==> src/rtl/mem_arbiter_if.sv <==
// Client and controller handshake bundle for the two-client memory arbiter.
// slave  = arbiter's view (takes client requests, issues controller requests).
// master = environment's view (fetch unit, load/store buffer, controller).
interface mem_arbiter_if;
  // instruction-fetch client
  logic        if_valid;
  logic [31:0] if_addr;
  logic        if_ready;
  logic [31:0] if_data;
  // load/store client
  logic        ls_valid;
  logic        ls_wr;
  logic [31:0] ls_addr;
  logic [2:0]  ls_len;
  logic [31:0] ls_wdata;
  logic        ls_ready;
  logic [31:0] ls_rdata;
  // memory controller
  logic        mc_valid;
  logic        mc_wr;
  logic [31:0] mc_addr;
  logic [2:0]  mc_len;
  logic [31:0] mc_data;
  logic        mc_ready;
  logic [31:0] mc_res;

  modport slave (
    input  if_valid, if_addr, ls_valid, ls_wr, ls_addr, ls_len, ls_wdata,
           mc_ready, mc_res,
    output if_ready, if_data, ls_ready, ls_rdata,
           mc_valid, mc_wr, mc_addr, mc_len, mc_data
  );

  modport master (
    output if_valid, if_addr, ls_valid, ls_wr, ls_addr, ls_len, ls_wdata,
           mc_ready, mc_res,
    input  if_ready, if_data, ls_ready, ls_rdata,
           mc_valid, mc_wr, mc_addr, mc_len, mc_data
  );
endinterface

==> src/rtl/mem_arbiter.sv <==
// Two-client (fetch / load-store) arbiter in front of the byte-serial memory
// controller. One request in flight; controller fields held until mc_ready.
// A flushed fetch is still run to completion on the controller, only its
// result is dropped.
module mem_arbiter #(
  parameter bit LS_PRIORITY = 1'b0  // 1: load/store always wins a tie
) (
  input  logic          clk_in,
  input  logic          rst_in,     // async, active low
  input  logic          rdy_in,     // global enable
  input  logic          flush_in,
  mem_arbiter_if.slave  bus
);

  typedef enum logic [1:0] {S_IDLE, S_IF_BUSY, S_LS_BUSY, S_IF_DROP} state_t;

  state_t      r_state, w_state_nxt;
  logic        r_last_if, w_last_if;
  logic        r_mc_valid, w_mc_valid;
  logic        r_mc_wr, w_mc_wr;
  logic [31:0] r_mc_addr, w_mc_addr;
  logic [2:0]  r_mc_len, w_mc_len;
  logic [31:0] r_mc_data, w_mc_data;
  logic        r_if_ready, w_if_ready;
  logic [31:0] r_if_data, w_if_data;
  logic        r_ls_ready, w_ls_ready;
  logic [31:0] r_ls_rdata, w_ls_rdata;

  logic w_if_elig, w_ls_elig, w_grant_ls, w_grant_if;

  // A client whose ready pulse is still high is being retired: not eligible.
  assign w_if_elig  = bus.if_valid & ~r_if_ready & ~flush_in;
  assign w_ls_elig  = bus.ls_valid & ~r_ls_ready;
  // LS wins when alone, when prioritised, or when fetch had the last grant.
  assign w_grant_ls = w_ls_elig & (~w_if_elig | LS_PRIORITY | r_last_if);
  assign w_grant_if = w_if_elig & ~w_grant_ls;

  // State register; every transition waits for an enabled edge.
  always_ff @(posedge clk_in or negedge rst_in) begin
    if (!rst_in)     r_state <= S_IDLE;
    else if (rdy_in) r_state <= w_state_nxt;
  end

  // Next-state decode.
  always_comb begin
    w_state_nxt = r_state;
    case (r_state)
      S_IDLE: begin
        if (w_grant_ls)      w_state_nxt = S_LS_BUSY;
        else if (w_grant_if) w_state_nxt = S_IF_BUSY;
      end
      S_IF_BUSY: begin
        if (bus.mc_ready)  w_state_nxt = S_IDLE;
        else if (flush_in) w_state_nxt = S_IF_DROP;
      end
      S_LS_BUSY: if (bus.mc_ready) w_state_nxt = S_IDLE;
      S_IF_DROP: if (bus.mc_ready) w_state_nxt = S_IDLE;
      default:   w_state_nxt = S_IDLE;
    endcase
  end

  // Output decode: next values of the registered outputs (hold by default,
  // ready pulses fall back to zero).
  always_comb begin
    w_last_if  = r_last_if;
    w_mc_valid = r_mc_valid;
    w_mc_wr    = r_mc_wr;
    w_mc_addr  = r_mc_addr;
    w_mc_len   = r_mc_len;
    w_mc_data  = r_mc_data;
    w_if_ready = 1'b0;
    w_if_data  = r_if_data;
    w_ls_ready = 1'b0;
    w_ls_rdata = r_ls_rdata;
    case (r_state)
      S_IDLE: begin
        if (w_grant_ls) begin
          w_mc_valid = 1'b1;
          w_mc_wr    = bus.ls_wr;
          w_mc_addr  = bus.ls_addr;
          w_mc_len   = bus.ls_len;
          w_mc_data  = bus.ls_wdata;
          w_last_if  = 1'b0;
        end else if (w_grant_if) begin
          w_mc_valid = 1'b1;
          w_mc_wr    = 1'b0;
          w_mc_addr  = bus.if_addr;
          w_mc_len   = 3'b010;
          w_mc_data  = 32'h0;
          w_last_if  = 1'b1;
        end
      end
      S_IF_BUSY: begin
        if (bus.mc_ready) begin
          w_mc_valid = 1'b0;
          // a flush landing on the completion edge swallows the result
          if (!flush_in) begin
            w_if_ready = 1'b1;
            w_if_data  = bus.mc_res;
          end
        end
      end
      S_LS_BUSY: begin
        if (bus.mc_ready) begin
          w_mc_valid = 1'b0;
          w_ls_ready = 1'b1;
          w_ls_rdata = bus.mc_res;
        end
      end
      S_IF_DROP: if (bus.mc_ready) w_mc_valid = 1'b0;
      default: ;
    endcase
  end

  // Output/bookkeeping registers; rdy_in low freezes everything, ready pulses included.
  always_ff @(posedge clk_in or negedge rst_in) begin
    if (!rst_in) begin
      r_last_if  <= 1'b0;
      r_mc_valid <= 1'b0;
      r_mc_wr    <= 1'b0;
      r_mc_addr  <= 32'h0;
      r_mc_len   <= 3'b000;
      r_mc_data  <= 32'h0;
      r_if_ready <= 1'b0;
      r_if_data  <= 32'h0;
      r_ls_ready <= 1'b0;
      r_ls_rdata <= 32'h0;
    end else if (rdy_in) begin
      r_last_if  <= w_last_if;
      r_mc_valid <= w_mc_valid;
      r_mc_wr    <= w_mc_wr;
      r_mc_addr  <= w_mc_addr;
      r_mc_len   <= w_mc_len;
      r_mc_data  <= w_mc_data;
      r_if_ready <= w_if_ready;
      r_if_data  <= w_if_data;
      r_ls_ready <= w_ls_ready;
      r_ls_rdata <= w_ls_rdata;
    end
  end

  assign bus.mc_valid = r_mc_valid;
  assign bus.mc_wr    = r_mc_wr;
  assign bus.mc_addr  = r_mc_addr;
  assign bus.mc_len   = r_mc_len;
  assign bus.mc_data  = r_mc_data;
  assign bus.if_ready = r_if_ready;
  assign bus.if_data  = r_if_data;
  assign bus.ls_ready = r_ls_ready;
  assign bus.ls_rdata = r_ls_rdata;

endmodule

==> src/flat_wrapper.sv <==
// flat-port wrapper written by rule: the top's interface ports become plain ports
module mem_arbiter_flat 
#(
  parameter bit LS_PRIORITY = 1'b0                                    
)
  (clk_in, rst_in, rdy_in, flush_in, bus_if_valid, bus_if_addr, bus_ls_valid, bus_ls_wr, bus_ls_addr, bus_ls_len, bus_ls_wdata, bus_mc_ready, bus_mc_res, bus_if_ready, bus_if_data, bus_ls_ready, bus_ls_rdata, bus_mc_valid, bus_mc_wr, bus_mc_addr, bus_mc_len, bus_mc_data);
  mem_arbiter_if bus_i ();
  input  logic clk_in;
  input  logic rst_in;
  input  logic rdy_in;
  input  logic flush_in;
  input wire logic [$bits(bus_i.if_valid)-1:0] bus_if_valid;
  input wire logic [$bits(bus_i.if_addr)-1:0] bus_if_addr;
  input wire logic [$bits(bus_i.ls_valid)-1:0] bus_ls_valid;
  input wire logic [$bits(bus_i.ls_wr)-1:0] bus_ls_wr;
  input wire logic [$bits(bus_i.ls_addr)-1:0] bus_ls_addr;
  input wire logic [$bits(bus_i.ls_len)-1:0] bus_ls_len;
  input wire logic [$bits(bus_i.ls_wdata)-1:0] bus_ls_wdata;
  input wire logic [$bits(bus_i.mc_ready)-1:0] bus_mc_ready;
  input wire logic [$bits(bus_i.mc_res)-1:0] bus_mc_res;
  output wire logic [$bits(bus_i.if_ready)-1:0] bus_if_ready;
  output wire logic [$bits(bus_i.if_data)-1:0] bus_if_data;
  output wire logic [$bits(bus_i.ls_ready)-1:0] bus_ls_ready;
  output wire logic [$bits(bus_i.ls_rdata)-1:0] bus_ls_rdata;
  output wire logic [$bits(bus_i.mc_valid)-1:0] bus_mc_valid;
  output wire logic [$bits(bus_i.mc_wr)-1:0] bus_mc_wr;
  output wire logic [$bits(bus_i.mc_addr)-1:0] bus_mc_addr;
  output wire logic [$bits(bus_i.mc_len)-1:0] bus_mc_len;
  output wire logic [$bits(bus_i.mc_data)-1:0] bus_mc_data;
  assign bus_i.if_valid = bus_if_valid;
  assign bus_i.if_addr = bus_if_addr;
  assign bus_i.ls_valid = bus_ls_valid;
  assign bus_i.ls_wr = bus_ls_wr;
  assign bus_i.ls_addr = bus_ls_addr;
  assign bus_i.ls_len = bus_ls_len;
  assign bus_i.ls_wdata = bus_ls_wdata;
  assign bus_i.mc_ready = bus_mc_ready;
  assign bus_i.mc_res = bus_mc_res;
  assign bus_if_ready = bus_i.if_ready;
  assign bus_if_data = bus_i.if_data;
  assign bus_ls_ready = bus_i.ls_ready;
  assign bus_ls_rdata = bus_i.ls_rdata;
  assign bus_mc_valid = bus_i.mc_valid;
  assign bus_mc_wr = bus_i.mc_wr;
  assign bus_mc_addr = bus_i.mc_addr;
  assign bus_mc_len = bus_i.mc_len;
  assign bus_mc_data = bus_i.mc_data;
  mem_arbiter #(.LS_PRIORITY(LS_PRIORITY)) u_core (.clk_in(clk_in), .rst_in(rst_in), .rdy_in(rdy_in), .flush_in(flush_in), .bus(bus_i));
endmodule
==> config.mk <==
export PLATFORM = sky130hd
export DESIGN_NAME = mem_arbiter_flat
export DESIGN_NICKNAME = d
export VERILOG_FILES = /design/src/rtl/mem_arbiter_if.sv /design/src/rtl/mem_arbiter.sv /design/src/flat_wrapper.sv
export SDC_FILE = /design/constraint.sdc
export NUM_CORES = 1
export LEC_CHECK = 0
export BUFFER_PORTS_ARGS = -buffer_cell sky130_fd_sc_hd__buf_4
export CAP_MARGIN = 30
export CORE_MARGIN = 5
export CORE_UTILIZATION = 49
export CTS_BUF_LIST = sky130_fd_sc_hd__clkbuf_16
export DETAILED_ROUTE_END_ITERATION = 16
export PLACE_DENSITY = 0.85
export SKIP_LAST_GASP = 1
export SYNTH_ARGS = -nofsm -noshare
export SYNTH_HDL_FRONTEND = slang
export SYNTH_SLANG_ARGS = --single-unit
export TNS_END_PERCENT = 5
==> constraint.sdc <==
create_clock -name clk_in -period 4 [get_ports clk_in]
set_input_delay 0.4 -clock clk_in [delete_from_list [all_inputs] [get_ports clk_in]]
set_output_delay 0.4 -clock clk_in [all_outputs]
set_load 0.05 [all_outputs]
# [Word-level counts from Yosys, hierarchy flattened]
# Cells that the tools add are included.
[word_totals] input_bits=139 out_inout_bits=135 regBits=138 word_cells=62
[op_classes] bitwise=11 n_eq_ne=7 reduce_logical=9 muxes=24
[ops] cell="$mux W32" count=4
[ops] cell="$mux W1" count=11
[ops] cell="$mux W2" count=5
[ops] cell="$reduce_and A3 Y1" count=3
[ops] cell="$reduce_and A4 Y1" count=2
[ops] cell="$mux W3" count=2
[ops] cell="$pmux W2 S3" count=1
[ops] cell="$and A1 B1 Y1" count=5
[ops] cell="$not A1 Y1" count=5
[ops] cell="$eq A2 B2 Y1 const B" count=2
[ops] cell="$ne A2 B1 Y1 const B" count=2
[ops] cell="$ne A3 B1 Y1 const B" count=1
[ops] cell="$ne A3 B3 Y1 const B" count=1
[ops] cell="$reduce_or A3 Y1" count=1
[ops] cell="$eq A2 B1 Y1 const B" count=1
[ops] cell="$logic_not A2 Y1" count=1
[ops] cell="$pmux W1 S2" count=1
[ops] cell="$reduce_bool A2 Y1" count=1
[ops] cell="$reduce_or A2 Y1" count=1
[ops] cell="$or A1 B1 Y1" count=1

# [Logic depth before layout (Yosys ltp)]
# Gate-level depths: netlist (run 1).
[logic_depth] depth_word=11 depth_mapped=6 depth_no_buf=4

# [Least setup slack after synthesis (run 1)]
# No wires, ideal clock.
[synth_path] path_kind="register to register" startpoint="register u_core.r_if_ready, in the netlist u_core.bus.if_ready" endpoint="register u_core.r_mc_addr[10], in the netlist u_core.bus.mc_addr[10]" path_stages_with_launch=6 setup_time_ps=132 period_less_slack_ps=1850 path_buffers=1 required_ps=3868 t_arrival_ps=1718 setup_slack_ps=2150 path_cell_list="dfrtp_1 > or3b_4 > o21ai_4 > buf_8 > mux2i_1 > o21ai_1"
[synth_between] elab_chain_len=10 elab_cells_between_ends=11 cone_classes="1 x mux; 8 x bitwise; 2 x reduce/logical"
[synth_rtl] item="start, declared" line_no="mem_arbiter.sv:24" text="logic r_if_ready, w_if_ready;"
[synth_rtl] item="start signal, assigned" line_no="mem_arbiter.sv:135" text="r_if_ready <= w_if_ready;"
[synth_rtl] item="$not A1 Y1 *" line_no="mem_arbiter.sv:32" text="assign w_if_elig = bus.if_valid & ~r_if_ready & ~flush_in;"
[synth_rtl] item="$and A1 B1 Y1 * (2 in a row)" line_no="mem_arbiter.sv:32"
[synth_rtl] item="$not A1 Y1" line_no="mem_arbiter.sv:35" text="assign w_grant_ls = w_ls_elig & (~w_if_elig | LS_PRIORITY | r_last_if);"
[synth_rtl] item="$or A1 B1 Y1" line_no="mem_arbiter.sv:35"
[synth_rtl] item="$and A1 B1 Y1" line_no="mem_arbiter.sv:35"
[synth_rtl] item="$not A1 Y1" line_no="mem_arbiter.sv:36" text="assign w_grant_if = w_if_elig & ~w_grant_ls;"
[synth_rtl] item="$and A1 B1 Y1" line_no="mem_arbiter.sv:36"
[synth_rtl] item="$reduce_bool A2 Y1 (no line)"
[synth_rtl] item="$reduce_and A3 Y1 (no line)"
[synth_rtl] item="end signal, assigned" line_no="mem_arbiter.sv:132" text="r_mc_addr <= w_mc_addr;"
[synth_rtl] item="end, declared" line_no="mem_arbiter.sv:21" text="logic [31:0] r_mc_addr, w_mc_addr;"
# Mark *: on every way between the ends. The rest lies on a longest branch, timed or not.
# A chain may end at the register's enable or synchronous reset.

# [Worst setup path after layout (run 1)]
[layout_path] startpoint="register u_core.r_state[1]" endpoint="register u_core.r_if_data[3], in the netlist u_core.bus.if_data[3]"
[layout_between] elab_chain_len=2
[layout_rtl] item="start, declared" line_no="mem_arbiter.sv:17" text="state_t r_state, w_state_nxt;"
[layout_rtl] item="start signal, assigned" line_no="mem_arbiter.sv:41" text="else if (rdy_in) r_state <= w_state_nxt;"
[layout_rtl] item="$eq A2 B1 Y1" line_no="mem_arbiter.sv:75" text="case (r_state)"
[layout_rtl] item="$reduce_and A4 Y1 (no line)"
[layout_rtl] item="end signal, assigned" line_no="mem_arbiter.sv:136" text="r_if_data <= w_if_data;"
[layout_rtl] item="end, declared" line_no="mem_arbiter.sv:25" text="logic [31:0] r_if_data, w_if_data;"
# No other way between the ends.

==> results by group, run 1 <==
Yosys
  – Post-synth top area cell: dfrtp_1
  – Synth top area share: between 60% and 70%
  – Yosys cell types: 21
  – Share of the yosys chip area belonging to registers: between 60% and 70%
  – Syn_nets: 597
  – Syn Std Cell Area: 5530 sq um
  – Ys async rst share: 100.0%
  – Main synth FF type: dfrtp_1
  – Synth warnings: 0
  – Count leader, synth: dfrtp_1
  – Commonest cells post-synth: dfrtp_1, nand2_1, mux2_2
  – Syn_area_per_cell: ~12 sq um
  – #FFs+latches synth: between 100 and 150
  – Synth Instances: 458
  – Post-synth EDFFs: 0
  – Top cells by area, synth: dfrtp_1, mux2_2, nand2_1

Global route
  – First-pass GRT wire length: around 24 mm
  – Largest net degree at the start of global routing: 95
  – Tot GR Track Use: between 20% and 30%
  – Vias in the first global route: approximately 4,700
  – Initial antenna violation count: 0
  – GR Overflow Total: 0

Floorplan
  – Die X: around 120 microns
  – I/O pin count: ~270
  – Die height: 116.2 microns
  – Die Area: around 14,000 sq um
  – Num rows: 38
  – Core footprint: ~11,000 sq um
  – Starting Density: 50.57%

Timing
  – Relative slew slack: approximately 38%
  – Peak Freq: around 490 MHz
  – Final period util: about half
  – Final hold vios: 0
  – Hold Slack: 89.17 ps
  – Setup TNS: 0 ps
  – Minimum clock period after layout: slightly above 2000 ps
  – Setup violators final: 0
  – Unrepaired setup endpoints after global routing: false
  – Setup Skew: a little over 5 ps
  – Pin slew with the least headroom to its limit: between 900 and 1000 ps
  – Pins over their slew limit: 0

Clock network
  – CTS Buf Count: 17
  – H-tree lvl count: 4
  – Clock latency on the worst-skew pair: about 400 ps
  – Root Buffer: clkbuf_16
  – Postcts setup bufs: 0
  – Clock slew at reported path FFs: approximately 60 ps
  – CTS tree: yes
  – # resized after CTS: 0
  – # clock sinks: between 100 and 150
  – CTS Hold Buffers Added: 0
  – Max clock buf depth: 2

Drt
  – Total wire length: around 15 mm
  – First-pass detailed-route iteration total: 4
  – Antenna-violating nets left: 0
  – WL per Instance: ~17 microns
  – Via density per instance: roughly 5.0
  – DRC: 0
  – Vias: roughly 4,400
  – Initial drt markers: roughly 280

Critical path
  – Critical path depth: 4
  – Crit Path Category: register to register
  – Required @ worst endpoint: between 4000 and 5000 ps
  – Crit-path cells: nor3_1, nand2_1, buf_4, mux2_2
  – Buf/Inv on CP: 1
  – Crit start category: register
  – Crit. End Element: register
  – CP max stage delay: roughly 570 ps
  – Worst path slowest cell: nand2_1
  – Cell family with most CP delay: simple AND/OR/NAND/NOR gates
  – Crit path DAT: ~2300 ps
  – Crit path max fanout: 22
  – Register-to-Register Path Depth: 4

Pwr
  – Worst VDD drop: between 700 and 800 uV
  – PwrDens: 1019 nW/um^2
  – Leakage: 4.289 nW

Place
  – Post-DP HPWL: 11.18 mm
  – Dpl cells: between 800 and 900
  – Port Buffer Count: ~270
  – GP Congestion: ~0.79
  – Area after DPL: 7681 sq um

Layout
  – Layout cells sized above 1: about half
  – Fillers: roughly 730
  – Final nets: ~870
  – Area Overhead vs Synth: 49.86%
  – ANT cells: 0
  – Fin area: between 8000 and 9000 sq um
  – Final Instance Count excl. Fillers: 882

Hold path
  – Worst min path class: input pin to asynchronous set/reset pin

Run
  – Max-cap check violation count: 0

Run status
  – Outcome: finished clean
sequential cells by signal, summed over array words and instances (netlist names):
| register | count |
|---|---|
| u_core.bus.mc_data | 32 |
| u_core.r_state | 2 |
| u_core.bus.mc_addr | 32 |
| u_core.bus.mc_len | 3 |
| u_core.bus.ls_ready | 1 |
| u_core.r_last_if | 1 |
| u_core.bus.mc_valid | 1 |
| u_core.bus.if_data | 32 |
| u_core.bus.mc_wr | 1 |
| u_core.bus.if_ready | 1 |
| u_core.bus.ls_rdata | 32 |
area by class of cell:
| class | instances | area, sq um | share of cell area (%) |
|---|---|---|---|
| tap | 140 | 175.2 | 2.114 |
| clock buffer | 17 | 425.4 | 5.133 |
| clock inverter | 14 | 181.4 | 2.189 |
| multi-input combinational | 289 | 1908 | 23.02 |
| timing repair buffer | 281 | 2133 | 25.74 |
| sequential | 138 | 3453 | 41.67 |
| inverter | 3 | 11.26 | 0.1359 |
metrics by stage:
stage	worst slack, ps	util [%]	total power, mW
after detailed placement	1780	70.24	6.877
after global placement	1738	69.99	6.747
final	1960	75.79	8.449
after floorplan	2150	-	5.401
after CTS	1963	75.79	8.521
after global routing	1852	75.79	8.857
cells in the final DEF (no fill, tap or decap), drive strengths merged:
master    Yosys  layout
nor3          1       1
o21a          1       1
a32o          1       1
inv           3       6
nor2b         1       1
a22o          1       1
clkinvlp      0       2
clkbuf       10      17
o21ai        74      74
nor3b         1       1
buf          18     281
mux2i        32      32
or3b          1       1
nand4b        1       1
mux2         64      64
o211ai        1       1
clkinv        0       5
nand2       108     108
nor2          2       2
dfrtp       138     138
bufinv        0       4
final timing paths:
kind | startpoint | end | slack (ps)
max | u_core.r_state[1] | u_core.bus.if_data[3] | 1960
min | rst_in | u_core.bus.ls_rdata[6] | 90
max reg2reg | u_core.r_state[1] | u_core.bus.if_data[3] | 1960
min reg2reg | u_core.bus.mc_addr[31] | u_core.bus.mc_addr[31] | 480
max in group asynchronous | rst_in | u_core.bus.mc_addr[6] | 3080
min in group clk_in | rdy_in | u_core.bus.ls_ready | 230
cell families after synthesis:
group           Yosys count  share of synthesized area (%)
simple gates            115                          8.168
mux                      96                          18.82
compound gates           78                          7.512
buf+inv                  31                          3.054
flops                   138                          62.44
worst register-to-register path: stages (launching register included):
cell and delay [ps]:
dfrtp_1 420, nor3_1 200, nand2_1 570, buf_4 450, mux2_2 290
report_power, final:
group / switching (mW) / internal [mW]
clock: 0.565 / 1.03
sequential: 0.378 / 2.04
combinational: 3.08 / 1.35
per-layer routing:
| metal | global-route usage, % | up-vias | wire length [microns] |
|---|---|---|---|
| li1 | - | 2101 | - |
| met1 | 23.67 | 2080 | 5032 |
| met2 | 39.40 | 190 | 8012 |
| met3 | 11.81 | 23 | 1933 |
| met4 | 8.894 | 0 | 313 |
| met5 | 0 | - | 0 |
(Power assumes the default switching activity.)
==> run 2, diff against run 1 <==
CORE_UTILIZATION = 46   (was 49)
PLACE_DENSITY = 0.8   (was 0.85)
clock period = 2.14 ns   (was 4 ns; I/O delays follow)
==> run 2 against run 1 <==
  * Combinational power rose by 88%
  * Fmax grew 18%
  * Global-route usage down 0.28 points
  * Critical path type unchanged
  * Core utilization decreased by 6.3 points
==> results by group, run 2 (synthesis results as in run 1) <==
Run status
  – Outcome: finished clean

Timing
  – Final hold vios: 0 (unchanged)
  – Minimum clock period after layout: 1733 ps (-307.3 ps)
  – Setup Skew: 6.409 ps (+1.268 ps)
  – Setup violators final: 0 (unchanged)
  – Final period util: 80.97% (+30 points)
  – Peak Freq: 577.1 MHz (+18%)
  – Pins over their slew limit: 0 (unchanged)
  – Hold Slack: 33.96 ps (-55.21 ps)
  – Setup TNS: 0 ps (unchanged)
  – Unrepaired setup endpoints after global routing: false
  – Relative slew slack: 67.26% (+30 points)
  – Pin slew with the least headroom to its limit: 489.0 ps (-445.2 ps)

Drt
  – WL per Instance: 17.98 microns (+3.7%)
  – WL met3: 1.618 mm (-16%)
  – DRC: 0 (unchanged)
  – Post-Route M1 WL: 5.645 mm (+12%)
  – Top Metal Used: met4
  – Antenna-violating nets left: 0 (unchanged)
  – Vias: 4,469 (+1.7%)
  – Initial drt markers: 231 (-17%)
  – Via density per instance: 5.010 (+0.57%)
  – Total wire length: 16.04 mm (+4.9%)
  – First-pass detailed-route iteration total: 5 (+1)
  – Met2 routed WL: 8.409 mm (+5.0%)

Floorplan
  – Die Area: 14,310 sq um (+6.0%)
  – Starting Density: 46.43% (-4.1 points)
  – Die X: 119.6 microns (+2.9%)
  – I/O pin count: 274 (unchanged)
  – Die height: 119.6 microns (+2.9%)
  – Core footprint: 11,910 sq um (+8.9%)
  – Num rows: 40 (+5.3%)

Pwr
  – Leakage: 4.270 nW (-0.44%)
  – PwrDens: 1875 nW/um^2 (+84%)
  – Worst VDD drop: 1566 uV (+110%)

Critical path
  – Crit path max fanout: 36 (+64%)
  – Crit path DAT: 2050 ps (-280 ps)
  – Crit. End Element: register
  – Crit-path cells: nor2b_1, o21a_1, buf_4, nand2_1, o21ai_0
  – Worst path slowest cell: dfrtp_1
  – CP max stage delay: 410 ps (-160 ps)
  – Required @ worst endpoint: 2460 ps (-1830 ps)
  – FF-to-FF setup slack: 410 ps (-1550 ps)
  – Crit Path Category: register to register
  – Crit start category: register

Clock network
  – CTS Buf Count: 17 (unchanged)
  – # clock sinks: 138 (unchanged)
  – Root Buffer: clkbuf_16
  – Max clock buf depth: 2 (unchanged)
  – Clock latency on the worst-skew pair: 410 ps (about the same)
  – Clock slew at reported path FFs: 60 ps (about the same)
  – CTS tree: yes
  – H-tree lvl count: 4 (unchanged)

Global route
  – Initial antenna violation count: 0 (unchanged)
  – Vias in the first global route: 4,906 (+4.8%)
  – GR Overflow Total: 0 (unchanged)
  – Largest net degree at the start of global routing: 75 (-21%)
  – Tot GR Track Use: 22.59% (-0.28 points)
  – First-pass GRT wire length: 25.27 mm (+6.9%)

Place
  – Area after DPL: 7727 sq um (+0.60%)
  – GP Congestion: 0.7805 (-1.4%)
  – Dpl cells: 859 (+0.94%)
  – Post-DP HPWL: 11.79 mm (+5.5%)
  – Port Buffer Count: 273 (unchanged)

Layout
  – Area Overhead vs Synth: 49.57%
  – Fin area: 8272 sq um (-0.20%)
  – Most frequent cells in the layout: buf_4, dfrtp_1, nand2_1
  – Final nets: 871 (+0.23%)
  – ANT cells: 0 (unchanged)
  – Layout cells sized above 1: 50.47% (+0.065 points)
  – Final Instance Count excl. Fillers: 892 (+1.1%)
  – Most common cell after layout, fill and taps aside: buf_4

Hold path
  – Worst min path class: input pin to register

Run
  – Max-cap check violation count: 0 (unchanged)
-- run 2: cell count changes in the layout (fill, tap and decap cells not counted), sizes merged --
cell	change
inv	-2
clkinvlp	+2
dlygate4sd3	+1
bufinv	-3
clkinv	+4
buf	+1
-- run 2: repair_timing --
| item | 4_1_cts | 5_1_grt |
|---|---|---|
| endpoints found under the hold margin | 43 | 0 |
| resized for setup | 0 | 0 |
| endpoints found under the setup margin | 0 | 0 |
| setup buffers | 0 | 0 |
| hold buffers | 1 | 0 |
-- run 2: path summary, 6_finish.rpt --
check / depth (start not counted) / endpoint / from
max: 5 / u_core.bus.mc_len[0] / u_core.bus.ls_ready
min: 2 / u_core.bus.if_ready / rdy_in
max reg2reg: 5 / u_core.bus.mc_len[0] / u_core.bus.ls_ready
min reg2reg: 2 / u_core.bus.mc_data[8] / u_core.bus.mc_data[8]
max in group asynchronous: 3 / u_core.bus.ls_rdata[15] / rst_in
min in group asynchronous: 2 / u_core.bus.ls_rdata[0] / rst_in
-- run 2: layout make-up --
cell class / count / area (sq um)
clock buffers: 17 / 425.4
clock inverters: 15 / 108.9
inverters: 3 / 11.26
repair buffers: 283 / 2181
well taps: 147 / 183.9
fillers: 862 / 3640
flip-flops and latches: 138 / 3453
multi-input cells: 289 / 1908
-- run 2: metrics by stage --
step	power, mW	util (%)	setup slack (ps)
floorplan	10.09	-	290.2
global placement	12.67	64.87	537.0
detailed placement	12.89	64.87	422.5
CTS	15.64	69.44	377.6
global route	16.23	69.44	242.4
finish	15.51	69.44	407.3
-- run 2: where the power goes --
group,switching (mW),total [mW],internal [mW]
registers,0.719,4.54,3.82
clock network,1.09,2.66,1.57
logic,5.76,8.31,2.55
-- run 2: metal layers --
layer	vias to the layer above	global-route usage, %
met5	-	0
met4	0	8.017
met3	32	10.65
met2	192	39.94
met1	2135	23.45
li1	2110	-
-- run 2: worst max-delay path, delay by kind of cell (launching register included) --
kind	cells	cell delay, ps
AND/OR/NAND/NOR	2	450
AO/OA/AOI/OAI	2	420
flip-flops	1	410
buffers and inverters	1	350
==> run 3, diff against run 2 <==
CORE_UTILIZATION = 41   (was 46)
PLACE_DENSITY = 0.76   (was 0.8)
clock period = 1.45 ns   (was 2.14 ns; I/O delays follow)
==> run 3 against run 2 <==
  * The run now ends with setup timing left
  * Worst hold slack lost 17 ps
  * Core utilization is 2.5 points higher
  * Register-to-register slack got worse by 670 ps
  * Final area grew 15%
  * Largest cell class unchanged
  * Combinational power grew 55%
  * Clock skew is essentially flat
  * Wire length is 14% higher
  * Power grew 57%
  * Via count is 12% higher
  * Sequential cell count is the same
==> results by group, run 3 (synthesis results as in run 1) <==
Global route
  – GR Overflow Total: 0 (unchanged)
  – Largest net degree at the start of global routing: 73 (-2.7%)
  – First-pass GRT wire length: 28.52 mm (+13%)
  – Vias in the first global route: 5,552 (+13%)
  – Initial antenna violation count: 0 (unchanged)
  – Tot GR Track Use: 22.47% (-0.12 points)

Layout
  – Layout cells sized above 1: 47.46% (-3.0 points)
  – Final nets: 971 (+11%)
  – ANT cells: 0 (unchanged)
  – Area Overhead vs Synth: 72.31%
  – Most frequent cells in the layout: buf_4, dfrtp_1, nand2_1
  – Most common cell after layout, fill and taps aside: buf_4
  – Fin area: 9529 sq um (+15%)

Clock network
  – Clock slew at reported path FFs: 60 ps (about the same)
  – Root Buffer: clkbuf_16
  – CTS tree: yes
  – Clock latency on the worst-skew pair: 420 ps (about the same)
  – CTS Buf Count: 17 (unchanged)
  – Max clock buf depth: 2 (unchanged)
  – H-tree lvl count: 4 (unchanged)
  – # clock sinks: 138 (unchanged)

Run
  – Max-cap check violation count: 0 (unchanged)

Place
  – Post-DP HPWL: 11.77 mm (-0.17%)
  – Port Buffer Count: 273 (unchanged)
  – Area after DPL: 7884 sq um (+2.0%)
  – GP Congestion: 0.7954 (+1.9%)

Floorplan
  – Die Area: 15,910 sq um (+11%)
  – I/O pin count: 274 (unchanged)
  – Die X: 126.1 microns (+5.4%)
  – Die height: 126.1 microns (+5.4%)
  – Core footprint: 13,240 sq um (+11%)
  – Num rows: 42 (+5.0%)
  – Starting Density: 41.76% (-4.7 points)

Drt
  – DRC: 0 (unchanged)
  – Initial drt markers: 229 (-0.87%)
  – WL per Instance: 17.83 microns (-0.84%)
  – Via density per instance: 4.898 (-2.2%)
  – Antenna-violating nets left: 0 (unchanged)
  – First-pass detailed-route iteration total: 4 (-1)
  – Total wire length: 18.20 mm (+14%)
  – Vias: 5,001 (+12%)

Critical path
  – Required @ worst endpoint: 1730 ps (-730 ps)
  – Crit start category: register
  – Crit path max fanout: 5 (-86%)
  – Crit Path Category: register to register
  – FF-to-FF setup slack: -270 ps (-670 ps)
  – Crit. End Element: register
  – Crit path DAT: 2000 ps (-50 ps)

Run status
  – Outcome: complete, but fails checks
  – Failing checks: setup timing

Hold path
  – Worst min path class: input pin to register

Timing
  – Minimum clock period after layout: 1715 ps (-17.25 ps)
  – Final hold vios: 0 (unchanged)
  – Pins over their slew limit: 0 (unchanged)
  – Final period util: 118.3% (+37 points)
  – Relative slew slack: 67.37% (+0.12 points)
  – Setup violators final: 98 (+98)
  – Unrepaired setup endpoints after global routing: true
  – Peak Freq: 582.9 MHz (+1.0%)
  – Pin slew with the least headroom to its limit: 487.3 ps (-1.749 ps)
  – Setup Skew: 6.709 ps (+0.2991 ps)
  – Hold Slack: 16.76 ps (-17.20 ps)
  – Final worst slack: -265.5 ps (-672.7 ps)

Pwr
  – Leakage: 4.780 nW (+12%)
  – PwrDens: 2551 nW/um^2 (+36%)
  – Worst VDD drop: 1721 uV (+9.9%)
  – Total power: 24.30 mW (+57%)
run 3: final cells by class:
cell class	count	area [sq um]
sequential	138	3456
tap	176	220.2
clock buffer	17	425.4
fill	898	3714
clock inverter	15	222.7
multi-input combinational	289	1931
inverter	3	11.26
timing repair buffer	383	3263
run 3: path summary, 6_finish.rpt:
check,from,endpoint,depth (start not counted)
worst min register to register,u_core.bus.mc_data[13],u_core.bus.mc_data[13],2
max in group asynchronous,rst_in,u_core.bus.mc_data[20],3
worst min-delay path,bus_if_addr[2],u_core.bus.mc_addr[2],3
worst max register to register,u_core.bus.if_ready,u_core.bus.mc_addr[16],6
worst max-delay path,u_core.bus.if_ready,u_core.bus.mc_addr[16],6
min in group asynchronous,rst_in,u_core.bus.ls_rdata[1],2
run 3: worst max-delay path: stages, from the launching register on:
cell and delay [ps]:
dfrtp_2 410, or3b_4 390, o21ai_4 170, buf_12 140
buf_12 140, mux2i_2 230, o21ai_1 90
run 3: metal layers:
metal,track usage [%],wire [microns],up-vias
li1,-,-,2308
met1,23.40,6380,2407
met2,39.25,9477,232
met3,9.314,1671,54
met4,10.73,671,0
met5,0,0,-
run 3: report_power, final:
| part | total, mW | internal, mW | switching, mW |
|---|---|---|---|
| sequential | 6.67 | 5.63 | 1.04 |
| combinational | 12.9 | 4.18 | 8.71 |
| clock | 4.74 | 3.06 | 1.68 |
run 3: per-stage QoR:
step / TNS [ps] / cells / utilization, % / setup WS [ps]
CTS: -8425 / 1015 / 70.93 / -241.8
floorplan: -17080 / 458 / - / -304.3
global placement: -4993 / 897 / 59.53 / -172.3
detailed placement: -7622 / 897 / 59.53 / -233.3
finish: -9217 / 1021 / 71.96 / -265.5
global route: -14370 / 1021 / 71.96 / -297.2
run 3: repair_timing:
| action | in CTS | in global routing |
|---|---|---|
| hold buffers | 86 | 0 |
| setup endpoints to repair | 70 | 127 |
| buffers inserted | 0 | 2 |
| endpoints found under the hold margin | 248 | 0 |
| pin swaps | 0 | 1 |
| gates cloned | 0 | 4 |
| gates resized for setup | 0 | 8 |
